File: config.mk
export PLATFORM = sky130hd
export DESIGN_NAME = muldiv_unit_flat
export DESIGN_NICKNAME = d
export VERILOG_FILES = /design/src/rtl/muldiv_unit_if.sv /design/src/rtl/muldiv_unit.sv /design/src/flat_wrapper.sv
export SDC_FILE = /design/constraint.sdc
export NUM_CORES = 2
export LEC_CHECK = 0
export BUFFER_PORTS_ARGS = -buffer_cell sky130_fd_sc_hd__buf_4
export CORE_UTILIZATION = 23
export DETAILED_ROUTE_END_ITERATION = 8
export GPL_TIMING_DRIVEN = 0
export REMOVE_ABC_BUFFERS = 1
export SLEW_MARGIN = 0
export SYNTH_ARGS = -nofsm -noshare
export SYNTH_HDL_FRONTEND = slang
export SYNTH_SLANG_ARGS = --single-unit
File: constraint.sdc
create_clock -name clk_i -period 16.7 [get_ports clk_i]
set_input_delay 0.835 -clock clk_i [delete_from_list [all_inputs] [get_ports clk_i]]
set_output_delay 0.835 -clock clk_i [all_outputs]
set_load 0.005 [all_outputs]
File: src/rtl/muldiv_unit_if.sv
// Handshake/result bundle between the EX stage and the multiply/divide unit.
// master: drives start/op/a/b/cancel, observes busy/done/hi/lo/div_zero.
// slave : the muldiv unit itself.
interface muldiv_unit_if #(
  parameter int WIDTH = 32
);
  logic             start;
  logic [1:0]       op;
  logic [WIDTH-1:0] a;
  logic [WIDTH-1:0] b;
  logic             cancel;
  logic             busy;
  logic             done;
  logic [WIDTH-1:0] hi;
  logic [WIDTH-1:0] lo;
  logic             div_zero;

  modport master (
    output start, op, a, b, cancel,
    input  busy, done, hi, lo, div_zero
  );

  modport slave (
    input  start, op, a, b, cancel,
    output busy, done, hi, lo, div_zero
  );
endinterface

File: src/rtl/muldiv_unit.sv
// Multi-cycle MULT/MULTU/DIV/DIVU unit producing a 2*WIDTH {hi,lo} result for HILO.
// Latency: MUL done at N+MUL_STAGES+1, DIV done at N+WIDTH+2 (N = accepting cycle).
// Backpressure: busy (combinational) stalls the pipe; start is ignored while an op runs.
// Ports: clk_i, rst_ni (async active-low), bus (muldiv_unit_if.slave: start/op/a/b/cancel in,
//        busy/done/hi/lo/div_zero out).
module muldiv_unit #(
  parameter int WIDTH      = 32,
  parameter int MUL_STAGES = 2
) (
  input  logic        clk_i,
  input  logic        rst_ni,
  muldiv_unit_if.slave bus
);

  localparam int CNT_W = (($clog2(WIDTH) > 3) ? $clog2(WIDTH) : 3) + 1;
  localparam logic [CNT_W-1:0] MUL_LAST = CNT_W'(MUL_STAGES - 1);
  localparam logic [CNT_W-1:0] DIV_LAST = CNT_W'(WIDTH - 1);

  typedef enum logic [2:0] {
    S_IDLE,
    S_MUL,
    S_DIV,
    S_FIX,
    S_DONE
  } state_t;

  state_t           state_q;
  logic [CNT_W-1:0] cnt_q;
  logic [WIDTH-1:0] a_q, b_q;
  logic [WIDTH-1:0] rem_q, quo_q, dvs_q;
  logic             op_u_q;
  logic             neg_quo_q, neg_rem_q, bzero_q;
  logic [WIDTH-1:0] hi_q, lo_q;
  logic             done_q, dz_q;

  logic             idle_or_done;
  logic             a_neg_d, b_neg_d;
  logic [WIDTH-1:0] a_mag_d, b_mag_d;
  logic [2*WIDTH-1:0] a_ext, b_ext, prod;
  logic [WIDTH:0]   trial;
  logic             trial_ok;
  logic [WIDTH-1:0] rem_d, quo_d;
  logic [WIDTH-1:0] quo_fix, rem_fix;

  assign idle_or_done = (state_q == S_IDLE) || (state_q == S_DONE);

  assign bus.busy = (bus.start & idle_or_done) |
                    (state_q == S_MUL) | (state_q == S_DIV) | (state_q == S_FIX);
  assign bus.done     = done_q;
  assign bus.hi       = hi_q;
  assign bus.lo       = lo_q;
  assign bus.div_zero = dz_q;

  // Operand signs only matter for the signed ops (op[0]==0).
  assign a_neg_d = ~bus.op[0] & bus.a[WIDTH-1];
  assign b_neg_d = ~bus.op[0] & bus.b[WIDTH-1];
  assign a_mag_d = a_neg_d ? (~bus.a + 1'b1) : bus.a;
  assign b_mag_d = b_neg_d ? (~bus.b + 1'b1) : bus.b;

  // Extending to 2W and keeping the low 2W bits of the product gives the correct
  // two's-complement result for signed ops and the plain product for unsigned ones.
  assign a_ext = op_u_q ? {{WIDTH{1'b0}}, a_q} : {{WIDTH{a_q[WIDTH-1]}}, a_q};
  assign b_ext = op_u_q ? {{WIDTH{1'b0}}, b_q} : {{WIDTH{b_q[WIDTH-1]}}, b_q};
  assign prod  = a_ext * b_ext;

  // One restoring step: bring down the next dividend bit, subtract if it fits.
  assign trial    = {rem_q, quo_q[WIDTH-1]} - {1'b0, dvs_q};
  assign trial_ok = ~trial[WIDTH];
  assign rem_d    = trial_ok ? trial[WIDTH-1:0] : {rem_q[WIDTH-2:0], quo_q[WIDTH-1]};
  assign quo_d    = {quo_q[WIDTH-2:0], trial_ok};

  // MIN / -1 falls out naturally: |MIN| is MIN as unsigned and its negation wraps to MIN.
  assign quo_fix = neg_quo_q ? (~quo_q + 1'b1) : quo_q;
  assign rem_fix = neg_rem_q ? (~rem_q + 1'b1) : rem_q;

  always_ff @(posedge clk_i or negedge rst_ni) begin
    if (!rst_ni) begin
      state_q   <= S_IDLE;
      cnt_q     <= '0;
      a_q       <= '0;
      b_q       <= '0;
      rem_q     <= '0;
      quo_q     <= '0;
      dvs_q     <= '0;
      op_u_q    <= 1'b0;
      neg_quo_q <= 1'b0;
      neg_rem_q <= 1'b0;
      bzero_q   <= 1'b0;
      hi_q      <= '0;
      lo_q      <= '0;
      done_q    <= 1'b0;
      dz_q      <= 1'b0;
    end else begin
      done_q <= 1'b0;
      if (bus.cancel) begin
        // Flush: drop the op in flight, results keep their last written values.
        state_q <= S_IDLE;
      end else begin
        case (state_q)
          S_IDLE, S_DONE: begin
            if (bus.start) begin
              a_q       <= bus.a;
              b_q       <= bus.b;
              op_u_q    <= bus.op[0];
              neg_quo_q <= a_neg_d ^ b_neg_d;
              neg_rem_q <= a_neg_d;
              bzero_q   <= (bus.b == '0);
              rem_q     <= '0;
              quo_q     <= a_mag_d;
              dvs_q     <= b_mag_d;
              cnt_q     <= '0;
              dz_q      <= 1'b0;
              state_q   <= bus.op[1] ? S_DIV : S_MUL;
            end else begin
              state_q <= S_IDLE;
            end
          end
          S_MUL: begin
            if (cnt_q == MUL_LAST) begin
              hi_q    <= prod[2*WIDTH-1:WIDTH];
              lo_q    <= prod[WIDTH-1:0];
              done_q  <= 1'b1;
              state_q <= S_DONE;
            end else begin
              cnt_q <= cnt_q + 1'b1;
            end
          end
          S_DIV: begin
            rem_q <= rem_d;
            quo_q <= quo_d;
            if (cnt_q == DIV_LAST) begin
              state_q <= S_FIX;
            end else begin
              cnt_q <= cnt_q + 1'b1;
            end
          end
          S_FIX: begin
            // Divide by zero still ran all iterations; override with the defined result.
            if (bzero_q) begin
              lo_q <= '1;
              hi_q <= a_q;
              dz_q <= 1'b1;
            end else begin
              lo_q <= quo_fix;
              hi_q <= rem_fix;
            end
            done_q  <= 1'b1;
            state_q <= S_DONE;
          end
          default: state_q <= S_IDLE;
        endcase
      end
    end
  end

endmodule

File: src/flat_wrapper.sv
// flat-port wrapper written by rule: the top's interface ports become plain ports
module muldiv_unit_flat 
#(
  parameter int WIDTH      = 32,
  parameter int MUL_STAGES = 2
)
  (clk_i, rst_ni, bus_start, bus_op, bus_a, bus_b, bus_cancel, bus_busy, bus_done, bus_hi, bus_lo, bus_div_zero);
  muldiv_unit_if #(.WIDTH(WIDTH)) bus_i ();
  input  logic clk_i;
  input  logic rst_ni;
  input wire logic [$bits(bus_i.start)-1:0] bus_start;
  input wire logic [$bits(bus_i.op)-1:0] bus_op;
  input wire logic [$bits(bus_i.a)-1:0] bus_a;
  input wire logic [$bits(bus_i.b)-1:0] bus_b;
  input wire logic [$bits(bus_i.cancel)-1:0] bus_cancel;
  output wire logic [$bits(bus_i.busy)-1:0] bus_busy;
  output wire logic [$bits(bus_i.done)-1:0] bus_done;
  output wire logic [$bits(bus_i.hi)-1:0] bus_hi;
  output wire logic [$bits(bus_i.lo)-1:0] bus_lo;
  output wire logic [$bits(bus_i.div_zero)-1:0] bus_div_zero;
  assign bus_i.start = bus_start;
  assign bus_i.op = bus_op;
  assign bus_i.a = bus_a;
  assign bus_i.b = bus_b;
  assign bus_i.cancel = bus_cancel;
  assign bus_busy = bus_i.busy;
  assign bus_done = bus_i.done;
  assign bus_hi = bus_i.hi;
  assign bus_lo = bus_i.lo;
  assign bus_div_zero = bus_i.div_zero;
  muldiv_unit #(.WIDTH(WIDTH), .MUL_STAGES(MUL_STAGES)) u_core (.clk_i(clk_i), .rst_ni(rst_ni), .bus(bus_i));
endmodule
==> qor.txt <==
Ys async rst share: 1.00
IO buf count: 136
Worst endpoint required time: 17.23 ns
Share of the synthesized area in the top cell type: 0.457
Fin crit share: 0.673
# H-tree levels: 1
Cts hold-fix bufs: 0
Post-CTS setup buffer count: 0
Final min period: 11.25 ns
CP max stage cell: dfrtp_2
Area of the die: 0.273 sq mm
Dominant synthesized flop cell: dfrtp_1
Tightest Pin Transition: 1.36 ns
Vias in the first global route: 47,900
Antenna Nets Post-Route: 0
Setup tns final: 0 ns
Die width: 522 um
GRT Util Overall: 0.140
P&R area growth vs syn: 10.2%
Starting DRT DRC Count: 3,130
Hold crit path type: in -> async
IO Pins: 137
Synth area leader: fa_1
Grt ovf: 0
Initial antenna violation count: 6
Drt via density: 4.41
CP Launch Type: register
Crit path top cell by count: fa_1
Hpwl dp: 154 mm
Setup crit end kind: register
Endpoints failing hold: 0
CTS tree: done
Post-synth EDFFs: 0
WL final: 187 mm
Final net count: 8,570
Seq/Total Area, Yosys: 0.0956
CTS Sinks: 238
Top post-synthesis cells by area: fa_1, dfrtp_1, inv_1, ha_1, and2_1
Count of state elements after synthesis: 238
Crit Path Class: reg -> reg
Max-slew headroom: 0.0914
Commonest cells after routing, fill and taps aside: inv_1, fa_1, nand2_1, and2_1, ha_1
Post-Synthesis Cell Area: 0.0623 sq mm
CTS Buffer Depth: 3
Clock Skew: 0.0293 ns
Share of cells above drive strength 1: 0.0515
Max-slew violations: 0
CP Launch Point: u_core.b_q[31]$_DFFE_PN0P_
Core area: 0.269 sq mm
Reg2reg start: u_core.b_q[31]$_DFFE_PN0P_
Netlist cell types: 81
Post-Syn Area per Cell: 9.08 sq um
# setup viols final: 0
Warnings from Yosys: 0
Die height: 522 um
Root Driver: clkbuf_16
Drt pass-1 iters: 5
Reg clk slew, reported paths: 0.07 ns
Worst-path fanout max: 36
First-pass GRT wire length: 295 mm
Via count: 45,500
DR WL/cell: 18.1 um
RePlAce Congestion: 0.895
Max cap viols: 0
Most common cell after layout, fill and taps aside: inv_1
CP Data Arrival Time: 11.78 ns
RSZ-0062 raised after global routing: false
Drt drc: 0
CTS resizes: 0
Fmax: 0.0889 GHz
Slowest stage delay, CP: 0.94 ns
Worst skew pair latency: 0.61 ns
Mapped Cells: 6,861
Initial Utilization: 0.232
Largest net degree at the start of global routing: 106
Total CTS buffers: 27
# rows: 190
Outcome: finished, final reports clean
registers in the layout (all words and copies together) (netlist names), 3 cells and up:
name	flops
u_core.a_q	32
u_core.bus.hi	32
u_core.bus.lo	32
u_core.dvs_q	32
u_core.quo_q	32
u_core.rem_q	32
u_core.b_q	31
u_core.cnt_q	6
u_core.state_q	3
layout make-up:
cell class              count  area, sq um
repair buffers            197         2250
multi-input cells        4701        49100
inverters                1569         5890
clock inverters             9         93.8
well taps                3552         4440
fillers                 28900       200000
clock buffers              41          778
flip-flops and latches    238         6030
diodes                      2         5.00
worst paths after layout:
path | cells after the start | slack [ns] | to
worst max-delay path | 31 | 5.45 | u_core.bus.hi[27]$_DFFE_PN0P_
worst min-delay path | 1 | 0.13 | u_core.b_q[26]$_DFFE_PN0P_
worst max register to register | 31 | 5.45 | u_core.bus.hi[27]$_DFFE_PN0P_
worst min register to register | 1 | 0.48 | u_core.bus.lo[18]$_DFFE_PN0P_
max in group asynchronous | 3 | 15.18 | u_core.bus.lo[22]$_DFFE_PN0P_
min in group clk_i | 3 | 0.45 | u_core.state_q[1]$_DFFE_PN0P_
synth_stat cells (29+ instances only):
cell type	n
a21o_1	43
a21oi_1	195
and2_1	607
clkbuf_1	329
dfrtp_1	238
fa_1	1420
ha_1	346
inv_1	1568
nand2_1	920
nand3_1	31
nor2_1	167
nor3_1	29
o21ai_0	245
o31ai_1	30
xnor2_1	175
xor2_1	86
critical path, delay by kind of cell, from the launching register on:
family                     cells  cell delay, ns
AOI/OAI and AO/OA              9            2.82
adders and majority gates     10            4.59
buffers and inverters          7            0.66
DFF                            1            0.94
and+or+nand+nor                5            2.12
per-stage QoR:
| stage | setup WS, ns | util | hold slack [ns] | std cells | area (sq um) |
|---|---|---|---|---|---|
| 6_report | 5.45 | 0.256 | 0.133 | 10300 | 68600 |
| 5_1_grt | 5.15 | 0.255 | 0.174 | 10300 | 68600 |
| 3_5_place_dp | 5.73 | 0.252 | 0.469 | 10300 | 67700 |
| 2_1_floorplan | 6.58 | - | 0.450 | 6508 | 60900 |
| 3_3_place_gp | 2.56 | 0.247 | 0.462 | 10200 | 66400 |
| 4_1_cts | 5.67 | 0.255 | 0.149 | 10300 | 68600 |
routing by layer:
layer | vias up | GRT usage | share of wire
met1 | 23700 | 0.187 | 0.42
met5 | - | 0 | 0.000070
met3 | 269 | 0.0154 | 0.058
li1 | 20100 | - | -
met4 | 2 | 0.0489 | 0.043
met2 | 1375 | 0.235 | 0.48
cell families (layout without fill, tap and decap cells):
| family | count (synthesis) | count (layout) | synth area share |
|---|---|---|---|
| compound gates | 737 | 737 | 0.0718 |
| flops | 238 | 238 | 0.0956 |
| mux | 28 | 28 | 0.00452 |
| xor+xnor | 261 | 261 | 0.0367 |
| buf+inv | 1922 | 1816 | 0.116 |
| simple gates | 1905 | 1905 | 0.148 |
| other cells | 0 | 2 | 0 |
| fa+ha+maj | 1770 | 1770 | 0.527 |
Power is not shown: default switching activity piles up to over one toggle a cycle in this logic, so the estimate is an artifact.
